**config.mk**
```make
export PLATFORM = sky130hd
export DESIGN_NAME = serial_frame_rx
export DESIGN_NICKNAME = d
export VERILOG_FILES = /design/src/rtl/serial_frame_rx.sv
export SDC_FILE = /design/constraint.sdc
export NUM_CORES = 1
export LEC_CHECK = 0
export CORE_UTILIZATION = 53
export CTS_CLUSTER_SIZE = 30
export DETAILED_ROUTE_END_ITERATION = 16
export PLACE_DENSITY = 0.89
export SYNTH_ARGS = -nofsm -noshare
export SYNTH_HDL_FRONTEND = slang
export SYNTH_SLANG_ARGS = --single-unit
```
**constraint.sdc**
```tcl
create_clock -name clk -period 2.28 [get_ports clk]
set_clock_uncertainty 0.1 [all_clocks]
set_input_delay 0.342 -clock clk [delete_from_list [all_inputs] [get_ports clk]]
set_output_delay 0.342 -clock clk [all_outputs]
set_load 0.03 [all_outputs]
```
**src/rtl/serial_frame_rx.sv**
```systemverilog
// rtl/serial_frame_rx.sv - framed serial bit-stream receiver with parity/framing checks
//
// Reassembles WIDTH-bit words from a one-bit-per-clock serial line.
// Frame on the line: start(1), WIDTH data bits LSB first, optional even parity, stop(0).
// The idle line is 0.
//
// Ports:
//   clk         in   1      system clock, rising edge
//   rst         in   1      asynchronous active-low reset
//   din         in   1      serial data, sampled on every rising edge
//   data        out  WIDTH  last good word received (never partially updated)
//   valid       out  1      one-cycle pulse: data holds a new good word
//   parity_err  out  1      one-cycle pulse: frame dropped on parity mismatch
//   frame_err   out  1      one-cycle pulse: frame dropped on bad stop bit
//   busy        out  1      high while a frame is in progress
//   frame_cnt   out  CNT_W  saturating count of good frames

module serial_frame_rx #(
    parameter int WIDTH     = 8,
    parameter int PARITY_EN = 1,
    parameter int CNT_W     = 8
) (
    input  logic             clk,
    input  logic             rst,
    input  logic             din,
    output logic [WIDTH-1:0] data,
    output logic             valid,
    output logic             parity_err,
    output logic             frame_err,
    output logic             busy,
    output logic [CNT_W-1:0] frame_cnt
);

    localparam int BC_W = $clog2(WIDTH);

    typedef enum logic [1:0] {
        S_IDLE   = 2'd0,
        S_DATA   = 2'd1,
        S_PARITY = 2'd2,
        S_STOP   = 2'd3
    } state_t;

    state_t           r_state;
    logic [BC_W-1:0]  r_bit_cnt;
    logic [WIDTH-1:0] r_shadow;
    logic             r_par;
    logic [WIDTH-1:0] r_data;
    logic             r_valid;
    logic             r_parity_err;
    logic             r_frame_err;
    logic             r_busy;
    logic [CNT_W-1:0] r_frame_cnt;

    logic             w_par_ok;
    logic             w_last_bit;

    // Even parity: XOR of all data bits and the parity bit must be zero.
    assign w_par_ok   = (PARITY_EN == 0) || ((^r_shadow) == r_par);
    assign w_last_bit = (r_bit_cnt == BC_W'(WIDTH - 1));

    always_ff @(posedge clk or negedge rst) begin
        if (!rst) begin
            r_state      <= S_IDLE;
            r_bit_cnt    <= '0;
            r_shadow     <= '0;
            r_par        <= 1'b0;
            r_data       <= '0;
            r_valid      <= 1'b0;
            r_parity_err <= 1'b0;
            r_frame_err  <= 1'b0;
            r_busy       <= 1'b0;
            r_frame_cnt  <= '0;
        end else begin
            // Status outputs are single-cycle pulses by default.
            r_valid      <= 1'b0;
            r_parity_err <= 1'b0;
            r_frame_err  <= 1'b0;

            case (r_state)
                S_IDLE: begin
                    if (din) begin
                        r_state   <= S_DATA;
                        r_bit_cnt <= '0;
                        r_busy    <= 1'b1;
                    end
                end

                S_DATA: begin
                    r_shadow[r_bit_cnt] <= din;
                    if (w_last_bit) begin
                        r_bit_cnt <= '0;
                        r_state   <= (PARITY_EN != 0) ? S_PARITY : S_STOP;
                    end else begin
                        r_bit_cnt <= r_bit_cnt + 1'b1;
                    end
                end

                S_PARITY: begin
                    r_par   <= din;
                    r_state <= S_STOP;
                end

                S_STOP: begin
                    // Return to IDLE regardless of outcome so a start bit on the
                    // very next cycle is accepted.
                    r_state <= S_IDLE;
                    r_busy  <= 1'b0;
                    if (din) begin
                        r_frame_err <= 1'b1;
                    end else if (!w_par_ok) begin
                        r_parity_err <= 1'b1;
                    end else begin
                        r_data  <= r_shadow;
                        r_valid <= 1'b1;
                        if (r_frame_cnt != {CNT_W{1'b1}}) begin
                            r_frame_cnt <= r_frame_cnt + 1'b1;
                        end
                    end
                end

                default: begin
                    r_state <= S_IDLE;
                    r_busy  <= 1'b0;
                end
            endcase
        end
    end

    assign data       = r_data;
    assign valid      = r_valid;
    assign parity_err = r_parity_err;
    assign frame_err  = r_frame_err;
    assign busy       = r_busy;
    assign frame_cnt  = r_frame_cnt;

endmodule

```
==> impl_metrics.csv <==
group,metric,value,unit
status,status,"finished, violations left",
status,failed_checks,"design-rule violations",
worst_setup_path,rr_worst_depth,5,
sta,fin_crit_sh,91.6,%
sta,rsz0062_at_grt,"false",
layout,final_cell_mix,"dfrtp_1, clkdlybuf4s50_1, mux2_2",
power,irDropWorstVdd,0.998,mV
sta,fin_setup_tns,0,ns
worst_setup_path,end_kind,"register",
sta,maxSlewViolCount,0,
worst_setup_path,crit_chain,"xor2_1, xnor3_2, mux2i_4, or2_4, mux2_4",
global_route,grt_pass1_vias,1084,
clocking,cts_setup_buffers,0,
layout,final_cells,190,
logic_synthesis,syn_nets,139,
sta,fin_hold_ws,0.309,ns
clocking,cts_tree,"yes",
clocking,clkTransAtPathRegs,0.10,ns
sta,fmax,0.479,GHz
logic_synthesis,ys_top_cells_by_area,"dfrtp_1, mux2_2, ha_1",
sta,setup_ws,0.191,ns
floorplanning,core-area,0.00285,mm^2
route,via_count,1076,
floorplanning,row_count,19,
worst_setup_path,start_kind,"register",
worst_setup_path,cp.required,2.41,ns
placement,pre_cts_ws,0.0950,ns
power,power_density,1540,mW/mm^2
worst_setup_path,critPathArrivalTime,2.21,ns
route,drt_iter0_markers,39,
sta,maxSlewHeadroom,71.9,%
layout,layout_commonest_cell,"dfrtp_1",
logic_synthesis,yosysTopAreaCellShare,51.8,%
worst_setup_path,rr_startpoint,"r_shadow[2]$_DFFE_PN0P_",
logic_synthesis,syn_area_per_cell,12.7,um^2
route,routed_via_density,5.66,
layout,antenna_cells,0,
sta,setup-violations-final,0,
placement,gp_congestion,0.811,
layout,drive_above_1_share,21.4,%
route,drt-pass1-iter-count,10,
logic_synthesis,ys_types,33,
route,drc_errors,2,
sta,worstMarginPinSlew,0.422,ns
sta,finalHoldViolations,0,
clocking,root_buffer,"clkbuf_4",
clocking,hold_buffers,0,
sta,min_period,2.09,ns
worst_setup_path,cpLargestDelayFamily,"XOR/XNOR gates",
worst_setup_path,path_class,"reg -> reg",
layout,syn2layout_area_growth,19.9,%
route,routedWlPerCell,14.9,um
global_route,antenna_found_initial,0,
global_route,grt_pass1_wl,4900,um
layout,final_nets,168,
clocking,cts_buffer_depth,2,
worst_setup_path,cpPeakStageDelay,0.50,ns
logic_synthesis,syn-cell-area,0.00164,mm^2
worst_setup_path,cp-startpoint,"r_shadow[2]$_DFFE_PN0P_",
logic_synthesis,syn_inst,129,
floorplanning,die_area,0.00332,mm^2
floorplanning,die_height,57.7,um
worst_setup_path,crit_slowest_cell,"xnor3_2",
power,p_leak,0.887,nW
placement,placed_area,0.00191,mm^2
clocking,htree_levels,2,
layout,final_area,0.00197,mm^2
worst_setup_path,cp_num_cells,5,
logic_synthesis,yosys.area.top_type,"dfrtp_1",
min_path,min_path_type,"in -> async",
route,ant_nets,0,
global_route,track_usage,20.0,%
logic_synthesis,ys_ff_latch,34,
clocking,cts_resized,0,
layout,fill_cells,209,
global_route,globalRouteOverflowTotal,0,
layout,fin_util,69.0,%
job,cap_violations,0,
global_route,grt_max_degree,35,
clocking,worst_skew_pair.late_latency,0.33,ns
floorplanning,die_width,57.7,um
clocking,numClockSinks,34,
floorplanning,start_util,57.5,%
placement,dp_cells,182,
placement,io_buffers,22,
power,total_power,3.03,mW
logic_synthesis,ys_seq_area_share,51.8,%
clocking,cts_buffers,5,
placement,dpl.hpwl,2080,um
worst_setup_path,cp_max_fo,4,
worst_setup_path,crit_buf_inv,0,
logic_synthesis,yosysWarnings,0,
route,wirelength,2840,um
floorplanning,ios,23,
[where the power goes]
group / leakage (nW) / switching [mW] / internal, mW
clock network: 0.0353 / 0.190 / 0.149
logic: 0.420 / 0.792 / 0.832
registers: 0.432 / 0.222 / 0.846
[registers in the layout, summed over array words and instances, names as in the netlist, 2 cells and up]
register / count
r_shadow: 8
r_bit_cnt: 3
data: 8
frame_cnt: 8
r_state: 2
[Yosys cell counts, drive strengths merged]
library cell and number:
a21boi 2, a21oi 1, a32o 3, and2 2, and2b 1, and3 1, and4 1, buf 1
clkbuf 4, dfrtp 34, ha 7, inv 3, mux2 18, mux2i 1, nand2 6, nand2b 3
nand3 2, nand4 3, nand4b 2, nor2 6, nor2b 2, nor3 4, nor3b 3, nor4 1
o21ai 3, o21bai 2, o32a 1, or2 1, xnor2 5, xnor3 1, xor2 4, xor3 1
[cell families after synthesis]
family	synth area share [%]
buffers and inverters	2.51
flip-flops	51.8
multiplexers	13.9
XOR/XNOR	7.70
AO/OA/AOI/OAI	5.49
adder cells (fa/ha/maj)	5.34
AND/OR/NAND/NOR	13.2
[per-layer routing]
metal	up-vias	global-route usage [%]	share of wire, %
met3	5	4.91	3.7
met1	535	25.5	44
met4	0	10.9	1.6
met5	-	0	0
met2	22	31.9	51
li1	514	-	-
[path summary, 6_finish.rpt]
kind / endpoint / slack [ns]
max reg2reg: frame_cnt[1]$_DFFE_PN0P_ / 0.19
min reg2reg: data[2]$_DFFE_PN0P_ / 0.42
min in group clk: data[2]$_DFFE_PN0P_ / 0.42
max in group asynchronous: r_shadow[3]$_DFFE_PN0P_ / 1.47
min: data[2]$_DFFE_PN0P_ / 0.31
max: frame_cnt[1]$_DFFE_PN0P_ / 0.19
[layout make-up]
cell class | instances | area (um^2) | share of cell area (%)
clock inverter | 1 | 5.00 | 0.254
clock buffer | 7 | 55.1 | 2.80
sequential | 34 | 851 | 43.2
tap | 31 | 38.8 | 1.97
timing repair buffer | 27 | 258 | 13.1
inverter | 3 | 11.3 | 0.572
multi-input combinational | 87 | 749 | 38.1
Power figures use the tool's default switching activity.
==> RTL edit 1: new RTL, config.mk and constraints unchanged <==
Set the parameter `PARITY_EN` to 0 (it was 1).
--- a/src/rtl/serial_frame_rx.sv
+++ b/src/rtl/serial_frame_rx.sv
@@ -17,7 +17,7 @@
 
 module serial_frame_rx #(
     parameter int WIDTH     = 8,
-    parameter int PARITY_EN = 1,
+    parameter int PARITY_EN = 0,
     parameter int CNT_W     = 8
 ) (
     input  logic             clk,
Function: same outputs for any inputs over 10 cycles, from zero or initial values and one cycle with rst low; that may be too few to reach the edited logic, so the function may still have changed.
==> RTL edit 1 against the original RTL <==
Non-clock buffer count is 4 lower; largest power group unchanged; sequential cell count is 2 lower; power is 18% lower; cell area is 11% lower; largest cell class unchanged; register-to-register slack better by 220 ps; highest routed layer unchanged; area after synthesis is 11% lower; via count is 4.3% lower; worst setup slack better by 150 ps; wire length is 7.7% lower; clock power is 5% higher; first-iteration DRC count is 46% lower.
==> RTL edit 1: results (changes against the original RTL) <==
detailed_routing:
  dr.pass1.iters: 4  # -6
  wl_met3_um: 102  # -1.9%
  dr.first_iter.drc_count: 21  # -46%
  routed_wl_um: 2620  # -7.7%
  vias: 1030  # -4.3%
  met2_length_um: 1310  # -8.9%
final_layout:
  drive_gt1_share_pct: 14.6  # -6.8 points
  n_antenna_cell: 0  # unchanged
  instances_no_fill: 188  # -1.1%
synthesis:
  muxShareOfSynthArea_pct: 8.44  # -5.5 points
  synth_nets: 145  # +4.3%
  synth_seq_area_share_pct: 54.6  # +2.7 points
  synth_area_leaders: "dfrtp_1 55%, mux2_2 8.4%, nand2_1 8.2%"
  synth-compound-area-share_pct: 5.54  # +0.054 points
  synthAdderAreaFrac_pct: 5.97  # +0.63 points
  yosys.area_share.xor_xnor_pct: 2.39  # -5.3 points
  synth_cells: 135  # +4.7%
  synth_commonest_cells: "32 x dfrtp_1, 32 x nand2_1, 11 x mux2_2"
clock_network:
  post-cts-setup-buffer-count: 0  # unchanged
placed_design:
  place.gp.congestion: 0.784  # -3.3%
  dp_hpwl_um: 1820  # -13%
  dp_cells: 181  # -0.55%
  portBuffers: 21  # -4.5%
global_route:
  antenna_found_initial: 0  # unchanged
  use_met3_pct: 8.06  # +3.1 points
  track_usage_pct: 21.6  # +1.5 points
  grt_pass1_wl_um: 4410  # -10%
  grt_start_max_net_pins: 33  # -5.7%
  grt_use_met1_pct: 27.2  # +1.7 points
worst_setup_path:
  timing.rr.end: "frame_cnt[7]"
  crit_fanout: 6  # +2
  r2r_slack_ps: 410  # +220 ps
  crit-reg2reg-launch: "r_state[0]"
  cp_slowest_cell: "clkdlybuf4s50_1"
  crit_family: "buffers and inverters"
  slowest_delay_ps: 710  # +210 ps
  arrival_ps: 1500  # -710 ps
  critPathLaunch: "frame_cnt[4]"
pwr:
  p_leak_nw: 0.807  # -9.0%
  peakVddDrop_mv: 0.880  # -12%
hold_path:
  hold_path_class: "in -> async"
run_status:
  status: "completed"
==> RTL edit 1: cell families (layout without fill, tap and decap cells) <==
group	count (synthesis)	in the layout
DFF	32	32
xor gates and xnor gates	4	4
other	1	1
AOI/OAI and AO/OA	13	13
and+or+nand+nor	56	56
buffers and inverters	11	34
muxes	11	11
adders and majority gates	7	7
==> RTL edit 1: cell type report <==
cell class | count | area [µm²]
sequential | 32 | 801
fill | 196 | 790
multi-input combinational | 92 | 612
timing repair buffer | 23 | 225
clock buffer | 7 | 65.1
tap | 30 | 37.5
inverter | 4 | 15.0
==> RTL edit 1: metrics by stage <==
stage          hold slack, ps  cell area (µm²)  worst slack (ps)
2_1_floorplan           -53.6             1470               555
3_3_place_gp              352             1690               359
3_5_place_dp              357             1690               304
4_1_cts                   316             1760               334
5_1_grt                   331             1760               225
6_report                  303             1760               343
==> RTL edit 1: worst reg2reg max path, cell delays in order (launching register included) <==
cell      delay [ps]
dfrtp_1          430
ha_1             270
nand2b_4         130
nor3_1           360
nand4_1          170
mux2_2           290
==> RTL edit 1: worst max-delay path by stage <==
stage | to | slack, ps | cells after the start
2_1_floorplan | frame_cnt[1] | 550 | 5
3_3_place_gp | frame_cnt[1] | 360 | 5
3_5_place_dp | frame_cnt[7] | 300 | 5
4_1_cts | frame_cnt[4] | 330 | 1
5_1_grt | frame_cnt[7] | 230 | 5
6_report | frame_cnt[4] | 340 | 1
==> RTL edit 1: report_power, final <==
| part | internal [mW] | switching (mW) |
|---|---|---|
| combinational | 0.497 | 0.613 |
| clock | 0.175 | 0.181 |
| sequential | 0.806 | 0.201 |
==> RTL edit 2: new RTL, config.mk and constraints unchanged <==
Made on the original files. Make the reset (`rst`) synchronous in one clocked block. Comments in the files are not updated.
--- a/src/rtl/serial_frame_rx.sv
+++ b/src/rtl/serial_frame_rx.sv
@@ -58,7 +58,7 @@
     assign w_par_ok   = (PARITY_EN == 0) || ((^r_shadow) == r_par);
     assign w_last_bit = (r_bit_cnt == BC_W'(WIDTH - 1));
 
-    always_ff @(posedge clk or negedge rst) begin
+    always_ff @(posedge clk) begin
         if (!rst) begin
             r_state      <= S_IDLE;
             r_bit_cnt    <= '0;
Check against the original RTL: differs if rst is asserted again (counterexample within 4 cycles, from zero or initial values and one cycle with rst low); with rst held inactive, the same outputs for 10 cycles.
==> RTL edit 2 against the original RTL <==
The flow still finishes with violations (DRC); worst setup slack worse by 33 ps; utilization is 0.97 points lower; cell area shrank 2.2%; largest cell class is now multi-input gates; sequential cell count unchanged; area after synthesis fell by 0.30%; global-route usage is 2.7 points higher; wire length rose by 18%; die area is 0.29% lower; sequential share of layout area down 7.9 points.
Power is not compared: it rests on default switching activity, and its combinational part moved more than twofold at a synthesized area within 25%.
==> RTL edit 2: results (changes against the original RTL) <==
run_status:
  status: "finished with violations"
  violations: "DRC"
synthesis:
  async_flop_share_pct: 0  # -100 points
  synth_area_leaders: "dfxtp_1 42%, mux2i_1 8.0%, ha_1 5.4%"
  synth_nets: 194  # +40%
  ys_types: 38  # +15%
timing:
  worstMarginPinSlew_ps: 548  # +126 ps
  fin_crit_ps: 2120  # +32.5 ps
placed_design:
  dpl_worst_slack_ps: 143  # +47.7 ps
worst_setup_path:
  crit_fanout: 5  # +1
  timing.rr.end: "frame_cnt[3]"
  cp_slowest_cell: "or4_1"
  slowest_delay_ps: 530  # +30 ps
  arrival_ps: 2290  # +80 ps
  r2r_slack_ps: 160  # -30 ps
global_route:
  track_usage_pct: 22.7  # +2.7 points
  grt_use_met1_pct: 25.6  # +0.12 points
  grt_pass1_vias: 1217  # +12%
final_layout:
  fin_nets: 216  # +29%
  drive_gt1_share_pct: 6.80  # -15 points
detailed_routing:
  post_drt_wl_per_cell_um: 14.1  # -5.7%
  drc: 1  # -1
  vias_per_cell: 5.74  # +1.3%
clock_network:
  insertion_delay_ps: 350  # +20 ps
hold_path:
  hold_path_class: "reg -> reg"
## RTL edit 2: changes by cell type after synthesis, moves of 3 or more
| cell | change |
|---|---|
| dfrtp_1 | -34 |
| dfxtp_1 | +34 |
| mux2_2 | -17 |
| nor2_1 | +17 |
| nand2_1 | +15 |
| mux2i_1 | +13 |
| nand3_1 | +11 |
| a21oi_1 | +6 |
| o21ai_0 | +6 |
| clkbuf_1 | +5 |
| a32o_1 | -3 |
| a32oi_1 | +3 |
| xor2_1 | -3 |
## RTL edit 2: area by class of cell
cell class	count	area (µm²)
fillers	207	905
multi-input cells	135	896
flip-flops and latches	34	681
repair buffers	25	243
well taps	31	38.8
clock buffers	5	37.5
inverters	5	18.8
clock inverters	2	10.0
## RTL edit 2: cell families (layout without fill, tap and decap cells)
logic type               Yosys count  after routing  synth area share [%]
AO/OA/AOI/OAI                     27             27                  10.9
XOR/XNOR                           8              8                  7.03
adder cells (fa/ha/maj)            7              7                  5.35
buffers and inverters             15             37                  3.67
flip-flops                        34             34                  41.6
multiplexers                      13             13                  7.95
AND/OR/NAND/NOR                   80             80                  23.5
## RTL edit 2: worst min path at each step
stage | end | start | slack, ps
6_report | data[5] | data[5] | 370
4_1_cts | data[1] | data[1] | 370
3_3_place_gp | data[6] | data[6] | 350
2_1_floorplan | data[2] | r_shadow[2] | 370
5_1_grt | data[1] | data[1] | 400
3_5_place_dp | data[2] | data[2] | 360
## RTL edit 2: where the power goes
part           internal [mW]  switching, mW  total, mW  leakage [nW]
Combinational          0.164          0.220      0.385         0.422
Sequential             0.637         0.0569      0.693         0.275
Clock                  0.111          0.206      0.316        0.0308
Total                  0.912          0.483       1.39         0.728
## RTL edit 2: layer usage
layer  share of wire [%]  vias to the layer above
li1                    -                      680
met1                  44                      640
met2                  49                       34
met3                 5.1                        6
met4                 1.4                        0
met5                   0                        -
## RTL edit 2: worst reg2reg max path: cells and delay by family (launching register included)
kind | cells | cell delay [ps]
xor+xnor | 3 | 870
simple gates | 1 | 530
flops | 1 | 390
compound gates | 1 | 150
## RTL edit 2: metrics by stage
step	util, %	instances	total power [mW]
finish	68.0	237	1.39
global route	68.0	237	1.47
CTS	68.0	237	1.40
detailed placement	66.3	230	1.09
global placement	66.3	230	1.05
floorplan	-	184	0.996
